## config.mk

```make
export PLATFORM = sky130hd
export DESIGN_NAME = sys_rst_sequencer
export DESIGN_NICKNAME = d
export VERILOG_FILES = /design/src/rtl/sys_rst_sequencer.sv
export SDC_FILE = /design/constraint.sdc
export NUM_CORES = 1
export LEC_CHECK = 0
export CORE_MARGIN = 3
export CORE_UTILIZATION = 35
export DETAILED_ROUTE_END_ITERATION = 16
export PLACE_DENSITY = 0.59
export SYNTH_ARGS = -nofsm -noshare
export SYNTH_HDL_FRONTEND = slang
export SYNTH_SLANG_ARGS = --single-unit
```

## constraint.sdc

```tcl
create_clock -name clk -period 2.4 [get_ports clk]
set_clock_uncertainty 0.1 [all_clocks]
set_input_delay 0.48 -clock clk [delete_from_list [all_inputs] [get_ports clk]]
set_output_delay 0.48 -clock clk [all_outputs]
set_load 0.005 [all_outputs]
```

## src/rtl/sys_rst_sequencer.sv

```systemverilog
`timescale 1ns/1ps
// Power-on reset sequencer: waits for a stable PLL lock, releases peripherals, then the core.
// Lock loss or a software request drops both resets together; lock losses seen in S_RUN are counted.
module sys_rst_sequencer #(
  parameter int unsigned LOCK_STABLE = 16,
  parameter int unsigned CORE_DLY    = 8
) (
  input  logic       clk,
  input  logic       reset,
  input  logic       lock,
  input  logic       sw_rst_req,
  output logic       periph_rst_n,
  output logic       core_rst_n,
  output logic       rst_done,
  output logic [7:0] lock_lost_cnt
);

  localparam logic [15:0] STABLE_LAST = 16'(LOCK_STABLE - 1);
  localparam logic [15:0] CORE_LAST   = 16'(CORE_DLY - 1);

  typedef enum logic [1:0] {
    S_WAIT   = 2'd0,
    S_STABLE = 2'd1,
    S_PERIPH = 2'd2,
    S_RUN    = 2'd3
  } state_t;

  state_t      state_q, state_d;
  logic [15:0] cnt_q, cnt_d;
  logic        lock_s1_q, lock_s1_d;
  logic        lock_s2_q, lock_s2_d;
  logic        periph_rst_n_q, periph_rst_n_d;
  logic        core_rst_n_q, core_rst_n_d;
  logic        rst_done_q, rst_done_d;
  logic [7:0]  lock_lost_cnt_q, lock_lost_cnt_d;
  logic        lock_sync;
  logic        lost_event;

  // Two-flop synchronizer; only the second stage feeds the state machine.
  always_comb begin
    lock_s1_d = lock;
    lock_s2_d = lock_s1_q;
  end

  assign lock_sync = lock_s2_q;

  always_comb begin
    state_d    = state_q;
    cnt_d      = cnt_q;
    lost_event = 1'b0;
    case (state_q)
      S_WAIT: begin
        cnt_d = 16'd0;
        if (lock_sync) begin
          state_d = S_STABLE;
        end
      end
      S_STABLE: begin
        if (!lock_sync) begin
          state_d = S_WAIT;
          cnt_d   = 16'd0;
        end else if (cnt_q == STABLE_LAST) begin
          state_d = S_PERIPH;
          cnt_d   = 16'd0;
        end else begin
          cnt_d = cnt_q + 16'd1;
        end
      end
      S_PERIPH: begin
        if (!lock_sync) begin
          state_d = S_WAIT;
          cnt_d   = 16'd0;
        end else if (cnt_q == CORE_LAST) begin
          state_d = S_RUN;
          cnt_d   = 16'd0;
        end else begin
          cnt_d = cnt_q + 16'd1;
        end
      end
      S_RUN: begin
        cnt_d = 16'd0;
        // Lock loss wins over a coincident software request so it is counted once.
        if (!lock_sync) begin
          state_d    = S_WAIT;
          lost_event = 1'b1;
        end else if (sw_rst_req) begin
          state_d = S_WAIT;
        end
      end
      default: begin
        state_d = S_WAIT;
        cnt_d   = 16'd0;
      end
    endcase
  end

  // Output flops load from the next state so they change on the same edge as the FSM.
  always_comb begin
    periph_rst_n_d  = (state_d == S_PERIPH) || (state_d == S_RUN);
    core_rst_n_d    = (state_d == S_RUN);
    rst_done_d      = (state_d == S_RUN);
    lock_lost_cnt_d = lock_lost_cnt_q;
    if (lost_event && (lock_lost_cnt_q != 8'hFF)) begin
      lock_lost_cnt_d = lock_lost_cnt_q + 8'd1;
    end
  end

  always_ff @(posedge clk or posedge reset) begin
    if (reset) begin
      state_q         <= S_WAIT;
      cnt_q           <= 16'd0;
      lock_s1_q       <= 1'b0;
      lock_s2_q       <= 1'b0;
      periph_rst_n_q  <= 1'b0;
      core_rst_n_q    <= 1'b0;
      rst_done_q      <= 1'b0;
      lock_lost_cnt_q <= 8'd0;
    end else begin
      state_q         <= state_d;
      cnt_q           <= cnt_d;
      lock_s1_q       <= lock_s1_d;
      lock_s2_q       <= lock_s2_d;
      periph_rst_n_q  <= periph_rst_n_d;
      core_rst_n_q    <= core_rst_n_d;
      rst_done_q      <= rst_done_d;
      lock_lost_cnt_q <= lock_lost_cnt_d;
    end
  end

  assign periph_rst_n  = periph_rst_n_q;
  assign core_rst_n    = core_rst_n_q;
  assign rst_done      = rst_done_q;
  assign lock_lost_cnt = lock_lost_cnt_q;

endmodule

```

Word-level counts from Yosys, hierarchy flattened

Cells that the tools add are included.

Bits of input ports: 4
Bits in registers: 30
Logic and storage cells: 36

Equality and inequality tests: 8
Add/subtract/negate cells: 2
Reductions and logical operators: 4
Multiplexer cells: 15

Operators with widths:

| kind                  | number |
|---|---|
| $mux 16               | 4 |
| $pmux 16 s3           | 1 |
| $add 16x1->16 const B | 1 |
| $eq 16x3->1 const B   | 1 |
| $eq 16x4->1 const B   | 1 |
| $mux 2                | 7 |
| $add 8x1->8 const B   | 1 |
| $eq 2x2->1 const B    | 4 |
| $ne 8x8->1 const B    | 1 |
| $pmux 2 s4            | 1 |
| $eq 2x1->1 const B    | 1 |
| $logic_not 2->1       | 1 |
| $mux 1                | 2 |
| $reduce_or 2->1       | 1 |
| $logic_and 1x1->1     | 1 |
| $logic_or 1x1->1      | 1 |

Depth between registers and ports, before layout

Gate-level depths: netlist of run 1.

Depth after elaboration: 6
Gate-level depth with buffers: 6
Gate-level depth less buffers: 5

Least setup slack after synthesis of run 1

Ideal clock, no wire load.

Path type: flip-flop to flip-flop
From: register cnt_q[0]
To: register cnt_q[2]
Cell stages (with the launch flop): 7
Setup slack: 619 ps
Clock period less this slack: 1781 ps
Arrival time: 1562 ps
Cells stage by stage: dfrtp_1 ha_1 nor4bb_1 nand4_1 a22oi_4 buf_6 nor2_1

Longest elaborated chain between the ends: 4
Elaborated cells on any way between the ends: 8

Ends and longest elaborated chain:

| what                                  | line   | text |
|---|---|---|
| start: declaration                    | 29     | `logic [15:0] cnt_q, cnt_d;` |
| start signal: assignment              | 120    | `cnt_q <= cnt_d;` |
| $add 16x1->16 (tied with other cells) | 66, 77 |  |
| $mux 16 (on tied branches)            | 73, 62 |  |
| $mux 16 (on tied branches)            | 70, 59 |  |
| $pmux 16 s3 (*)                       | 51     | `case (state_q)` |
| via cnt_d[2]                          | 29     |  |

Mark *: on every way through the listed nets, which the timed path passes. The rest lies on a longest branch.
A chain may end at the register's enable or synchronous reset.

Worst setup path after layout of run 1

From: register cnt_q[0]
To: register cnt_q[11]

The elaborated chain is that of the path after synthesis.

==> results.toml, run 1 <==
[worst_setup_path]
worst_r2r_startpoint = "cnt_q[0]$_DFF_PP0_"
worstSetupEndpointType = "flip-flop"
setup.reg_to_reg.worst_slack_ps = 390
worst_r2r_endpoint = "cnt_q[11]$_DFF_PP0_"
critical_path_source_type = "flip-flop"
crit_path_end = "cnt_q[11]$_DFF_PP0_"
reg2regPathDepth = 5
slowest_stage = "sky130_fd_sc_hd__a22oi_4"
slowest_delay_ps = 440
worst-path-max-fanout = 16
timing.critical_path.arrival_ps = 2060
worst_ep_required_time_ps = 2450
worst-setup-path-type = "reg2reg"
worstPathCellList = "ha_1 > nor4bb_1 > nand4_1 > a22oi_4 > nor2_1"
buffers_and_inverters_on_the_worst_path = 0
startpoint = "cnt_q[0]$_DFF_PP0_"
critical_path_depth = 5
crit_family = "simple AND/OR/NAND/NOR gates"

[clock_network]
clock_sink_count = 29
clock_tree.buffer_depth = 2
cts.root.buffer_cell = "sky130_fd_sc_hd__clkbuf_8"
cts_setup_buffers = 0
cts_inserted_buffers = 5
worst_setup_hold_path_clk_slew_ps = 60
cts_hold_buf = 0
clk-insertion-delay-late_ps = 280
cts_h_tree_depth = 2
cts_resized = 0
cts_tree = "yes"

[timing]
timing.fmax_ghz = 0.497
min_period_over_period = 0.839
setup_repair_after_global_routing_missed_its_margin = "no"
timing.hold.ws_ps = 257
maxSlewViolCount = 0
hold_viol_final = 0
worst_pin_slew_ps = 436
setup_tns_ps = 0
finalSetupViolations = 0
period_minus_slack_ps = 2010
max_slew_margin = 0.709

[floorplan]
top_level_ports = 15
die_area_um2 = 4950
rows = 22
area_of_the_core_um2 = 3830
vertical_die_dimension_um = 70.3
die_width_um = 70.3
effective_utilization_at_floorplan = 0.379

[yosys]
post_synth_instance_area_um2 = 1450
synth_cell_types = 29
synth_most_common_cell = "sky130_fd_sc_hd__dfrtp_1"
number_of_enable_type_register_cells_in_the_synthesized_netlist = 0
synth_cells = 133
syn_avg_cell_area_um2 = 10.9
synth.area.top_cells = "sky130_fd_sc_hd__dfrtp_1 50%, sky130_fd_sc_hd__xor2_1 6.6%, sky130_fd_sc_hd__xnor2_1 6.0%"
yosys.area.top_type_share = 0.501
ys_async_sr_fraction = 1.00
number_of_warning_messages_in_the_yosys_log = 0
synth.yosys.seq_area_share = 0.501
ys_dominant_reg_cell = "sky130_fd_sc_hd__dfrtp_1"
commonest_cells_in_the_synthesized_netlist = "29 x sky130_fd_sc_hd__dfrtp_1, 20 x sky130_fd_sc_hd__nor2_1, 11 x sky130_fd_sc_hd__nand4_1, 11 x sky130_fd_sc_hd__xor2_1, 10 x sky130_fd_sc_hd__xnor2_1"
synth_area_leader_cell = "sky130_fd_sc_hd__dfrtp_1"
synth.ff_latch_count = 29
mappedNetlistNets = 139

[routing]
routedWlPerCell_um = 12.7
routed_via_density = 4.91
drc_errors = 0
drt-pass1-iter-count = 4
routed-via-count = 981
wl_mm = 2.54
postRouteAntennaNets = 0
dr_iter_0_viols = 82

[layout]
n_fill_cell = 371
n_antenna_cell = 0
fin_util = 0.448
num-nets-final = 158
finalNonFillerCells = 200
final_layout_size_suffix_gt1_frac = 0.0921
seq_area_um2 = 726
multi_input_comb_area_um2 = 686
area.growth.synth_to_final_pct = 18.2

[status]
outcome = "finished clean"

[place]
port_buffers = 14
dpl.cell_count = 193
globalplace.congestion = 0.794
detailed_place_hpwl_mm = 1.79

[global_route]
antenna_violations_before_repair = 0
global_route_wire_length_before_repair_mm = 4.54
grt_max_degree = 30
globalRouteMet1Util = 0.154
top_usage_layer = "met2"
first_global_vias = 979
grt.met3_usage = 0.0518
grt-ovfl-total = 0
track_usage = 0.120
gr-usage-met2 = 0.163

[power]
static-leakage-power_nw = 0.704
ir_worst_vdd_v = 0.000271
power.density_nw_per_um2 = 538

[worst_hold_path]
min-delay-path-class = "reg2reg"
worst_hold_startpoint = "lock_s1_q$_DFF_PP0_"

[flow_run]
max_cap_violations = 0
power by group:
part | switching (mW) | internal (mW) | total [mW]
clock | 0.169 | 0.227 | 0.396
combinational | 0.0164 | 0.0111 | 0.0276
sequential | 0.00460 | 0.493 | 0.498
state kept, by name (all words and copies together) (netlist names):
name,flops
cnt_q,16
lock_lost_cnt,8
lock_s1_q,1
lock_s2_q,1
periph_rst_n,1
rst_done,1
state_q,1
cells by family (layout without fill, tap and decap cells):
kind of cell | count (synthesis) | in the layout | synth area share
AOI/OAI and AO/OA | 3 | 3 | 0.0250
xor gates and xnor gates | 21 | 21 | 0.127
adders and majority gates | 2 | 2 | 0.0173
buffers and inverters | 5 | 24 | 0.0259
DFF | 29 | 29 | 0.501
muxes | 2 | 2 | 0.0155
and+or+nand+nor | 71 | 71 | 0.288
per-layer routing:
metal  vias to the layer above  wire length, µm
met3                         5              104
met5                         -                0
met4                         0               56
met2                        12             1110
met1                       456             1270
li1                        508                -
area by class of cell:
cell class,count,share of cell area
sequential,29,0.424
multi-input combinational,99,0.400
timing repair buffer,15,0.0862
clock buffer,7,0.0504
tap,48,0.0351
inverter,2,0.00438
worst min path at each step:
| stage | to | depth (start not counted) |
|---|---|---|
| floorplan | lock_s2_q$_DFF_PP0_ | 0 |
| global placement | lock_s2_q$_DFF_PP0_ | 0 |
| detailed placement | lock_s2_q$_DFF_PP0_ | 0 |
| CTS | lock_s2_q$_DFF_PP0_ | 0 |
| global route | lock_s2_q$_DFF_PP0_ | 0 |
| finish | lock_s2_q$_DFF_PP0_ | 0 |
metrics by stage:
step | cell area [µm²] | total power, mW | worst slack (ps)
finish | 1710 | 0.922 | 386
global route | 1710 | 0.967 | 159
CTS | 1710 | 0.941 | 350
detailed placement | 1630 | 0.535 | 359
global placement | 1630 | 0.535 | 437
floorplan | 1450 | 0.525 | 619
cells in the final DEF (no fill, tap or decap):
cell type,Yosys,routed
sky130_fd_sc_hd__o21a_1,1,1
sky130_fd_sc_hd__nor4_1,4,4
sky130_fd_sc_hd__clkbuf_8,0,6
sky130_fd_sc_hd__dfrtp_1,29,29
sky130_fd_sc_hd__ha_1,2,2
sky130_fd_sc_hd__nor4bb_1,1,1
sky130_fd_sc_hd__and3b_1,2,2
sky130_fd_sc_hd__nand3b_1,1,1
sky130_fd_sc_hd__nand2_1,9,9
sky130_fd_sc_hd__or3b_1,1,1
sky130_fd_sc_hd__nand4_1,11,11
sky130_fd_sc_hd__and4_2,1,1
sky130_fd_sc_hd__and4b_1,1,1
sky130_fd_sc_hd__xnor2_1,10,10
sky130_fd_sc_hd__inv_1,2,2
sky130_fd_sc_hd__a21boi_1,1,1
sky130_fd_sc_hd__mux2_2,2,2
sky130_fd_sc_hd__nand3_1,9,9
sky130_fd_sc_hd__a22oi_4,1,1
sky130_fd_sc_hd__nor4_4,2,2
sky130_fd_sc_hd__and2_1,1,1
sky130_fd_sc_hd__clkbuf_1,0,1
sky130_fd_sc_hd__and3_1,1,1
sky130_fd_sc_hd__buf_4,1,1
sky130_fd_sc_hd__clkdlybuf4s50_1,0,14
sky130_fd_sc_hd__nor2b_1,1,1
sky130_fd_sc_hd__nor2_1,20,20
sky130_fd_sc_hd__xor2_1,11,11
sky130_fd_sc_hd__and4_1,2,2
sky130_fd_sc_hd__nand4_2,1,1
sky130_fd_sc_hd__nor3_1,3,3
Note: power is estimated with default switching activity, not from simulation.
==> inputs of run 2 (changes only) <==
PLACE_DENSITY = 0.61   (was 0.59)
clock period = 1.8 ns   (was 2.4 ns; I/O delays follow)
==> run 2 against run 1 <==
Against the previous run:
- count of clock-buffer cells in the layout fell by 1
- critical path type unchanged
- flip-flop and latch count did not move
- non-clock buffer count rose by 16
- clock power rose by 27%
- die area did not move
- register-to-register slack got worse by 360 ps
- critical path depth rose by 1
- critical endpoint is now rst_done$_DFF_PP0_
- sequential share of layout area fell by 2.9 points
- maximum frequency rose by 13%
==> results.toml, run 2 (synthesis results as in run 1) <==
[power]
static-leakage-power_nw = 0.786
power.switching_fraction = 0.219
power.density_nw_per_um2 = 655
ir_worst_vdd_v = 0.000439
power.combinational.fraction = 0.038
clock_power_share = 0.414
netSwitchingPower_mw = 0.265
cellInternalPower_mw = 0.945
power_frac_seq = 0.548

[layout]
layout_common_cells = "27 x sky130_fd_sc_hd__dfrtp_1, 20 x sky130_fd_sc_hd__nor2_1, 16 x sky130_fd_sc_hd__buf_4, 14 x sky130_fd_sc_hd__clkdlybuf4s50_1"
top_register = "cnt_q"
finalNonFillerCells = 217
num-nets-final = 174
area.growth.synth_to_final_pct = 27.5
final_layout_size_suffix_gt1_frac = 0.207
layout_commonest_cell = "sky130_fd_sc_hd__dfrtp_1"
fin_area_um2 = 1850
n_antenna_cell = 0
max_ffs_per_register = 16

[timing]
timing.fmax_ghz = 0.562
finalSetupViolations = 0
period_minus_slack_ps = 1780
setup_tns_ps = 0
max_slew_margin = 0.753
maxSlewViolCount = 0
hold_viol_final = 0
worst_pin_slew_ps = 371
min_period_over_period = 0.988

[worst_setup_path]
timing.critical_path.arrival_ps = 1890
worst_r2r_startpoint = "cnt_q[1]$_DFF_PP0_"
buffers_and_inverters_on_the_worst_path = 1
crit_family = "simple AND/OR/NAND/NOR gates"
worst_ep_required_time_ps = 1910
critical_path_depth = 6
startpoint = "cnt_q[1]$_DFF_PP0_"
worstPathCellList = "ha_1 > nor4bb_2 > nand4_1 > buf_4 > mux2_2 > nor2_1"
reg2regPathDepth = 6
worst-path-max-fanout = 4
slowest_delay_ps = 390
worstSetupEndpointType = "flip-flop"
worst_r2r_endpoint = "rst_done$_DFF_PP0_"
slowest_stage = "sky130_fd_sc_hd__dfrtp_1"
setup.reg_to_reg.worst_slack_ps = 20
crit_path_end = "rst_done$_DFF_PP0_"
critical_path_source_type = "flip-flop"
worst-setup-path-type = "reg2reg"

[routing]
drt-pass1-iter-count = 4
routed_via_density = 4.98
routed-via-count = 1081
wl_mm = 2.82
routedWlPerCell_um = 13.0
dr_iter_0_viols = 51
postRouteAntennaNets = 0
drc_errors = 0

[global_route]
first_global_vias = 982
global_route_wire_length_before_repair_mm = 4.73
track_usage = 0.123
grt_max_degree = 30
grt-ovfl-total = 0
antenna_violations_before_repair = 0

[worst_hold_path]
worst_hold_startpoint = "lock_s1_q$_DFF_PP0_"
min-delay-path-class = "reg2reg"

[clock_network]
cts.root.buffer_cell = "sky130_fd_sc_hd__clkbuf_8"
clk-insertion-delay-late_ps = 280
cts_h_tree_depth = 2
cts_hold_buf = 0
cts_inserted_buffers = 5
worst_setup_hold_path_clk_slew_ps = 60
cts_tree = "yes"
clock_tree.buffer_depth = 2
clock_sink_count = 29

[place]
port_buffers = 14
dpl.cell_count = 205
post_dp_cell_area_um2 = 1720
globalplace.congestion = 0.805
detailed_place_hpwl_mm = 2.06

[floorplan]
rows = 22
die_width_um = 70.3
die_area_um2 = 4950
effective_utilization_at_floorplan = 0.379
area_of_the_core_um2 = 3830
vertical_die_dimension_um = 70.3
top_level_ports = 15

[status]
outcome = "finished clean"

[flow_run]
max_cap_violations = 0
-- run 2: cell count changes in the layout (fill, tap and decap cells not counted), moves of 2 or more --
cell,change
sky130_fd_sc_hd__buf_4,+15
sky130_fd_sc_hd__clkinv_2,+2
sky130_fd_sc_hd__dfrtp_2,+2
sky130_fd_sc_hd__dfrtp_1,-2
-- run 2: cell type report --
cell class                      instances  area [µm²]
Clock buffer                            6        72.6
Multi-Input combinational cell         99         697
Fill cell                             364        1980
Tap cell                               48        60.1
Clock inverter                          2        10.0
Inverter                                2        7.51
Sequential cell                        29         728
Timing Repair Buffer                   31         272
-- run 2: how the worst min path moves through the flow --
stage,end,slack (ps),depth (start not counted)
2_1_floorplan,lock_s2_q$_DFF_PP0_,230,0
3_3_place_gp,lock_s2_q$_DFF_PP0_,250,0
3_5_place_dp,lock_s2_q$_DFF_PP0_,240,0
4_1_cts,lock_s2_q$_DFF_PP0_,250,0
5_1_grt,lock_s2_q$_DFF_PP0_,260,0
6_report,lock_s2_q$_DFF_PP0_,250,0
-- run 2: per-layer routing --
layer  wire (µm)  GRT usage
met1        1320      0.165
met2        1300      0.165
met3         140     0.0446
met4          57     0.0766
met5           0          0
-- run 2: worst register-to-register path: cells and delay by family (launching register included) --
family                     cells  cell delay (ps)
and+or+nand+nor                3              590
DFF                            1              390
muxes                          1              250
adders and majority gates      1              190
buffers and inverters          1              190
-- run 2: what timing repair did --
action	4_1_cts	5_1_grt
endpoints found under the setup margin	0	17
resized for setup	0	5
setup buffers	0	4
-- run 2: per-stage QoR --
stage	total power [mW]	hold slack [ps]	util	worst slack, ps
after floorplan	0.700	231	-	19.1
after global placement	0.719	246	0.449	87.5
after detailed placement	0.720	236	0.449	49.5
after CTS	1.23	250	0.470	15.4
after global routing	1.25	263	0.483	-37.4
final	1.21	252	0.483	21.2
-- run 2: power groups by stage --
stage | Sequential, mW | Combinational (mW) | Clock [mW]
finish | 0.663 | 0.0463 | 0.501
global placement | 0.674 | 0.0445 | 0
CTS | 0.663 | 0.0454 | 0.519
detailed placement | 0.675 | 0.0450 | 0
global route | 0.663 | 0.0514 | 0.539
floorplan | 0.674 | 0.0262 | 0
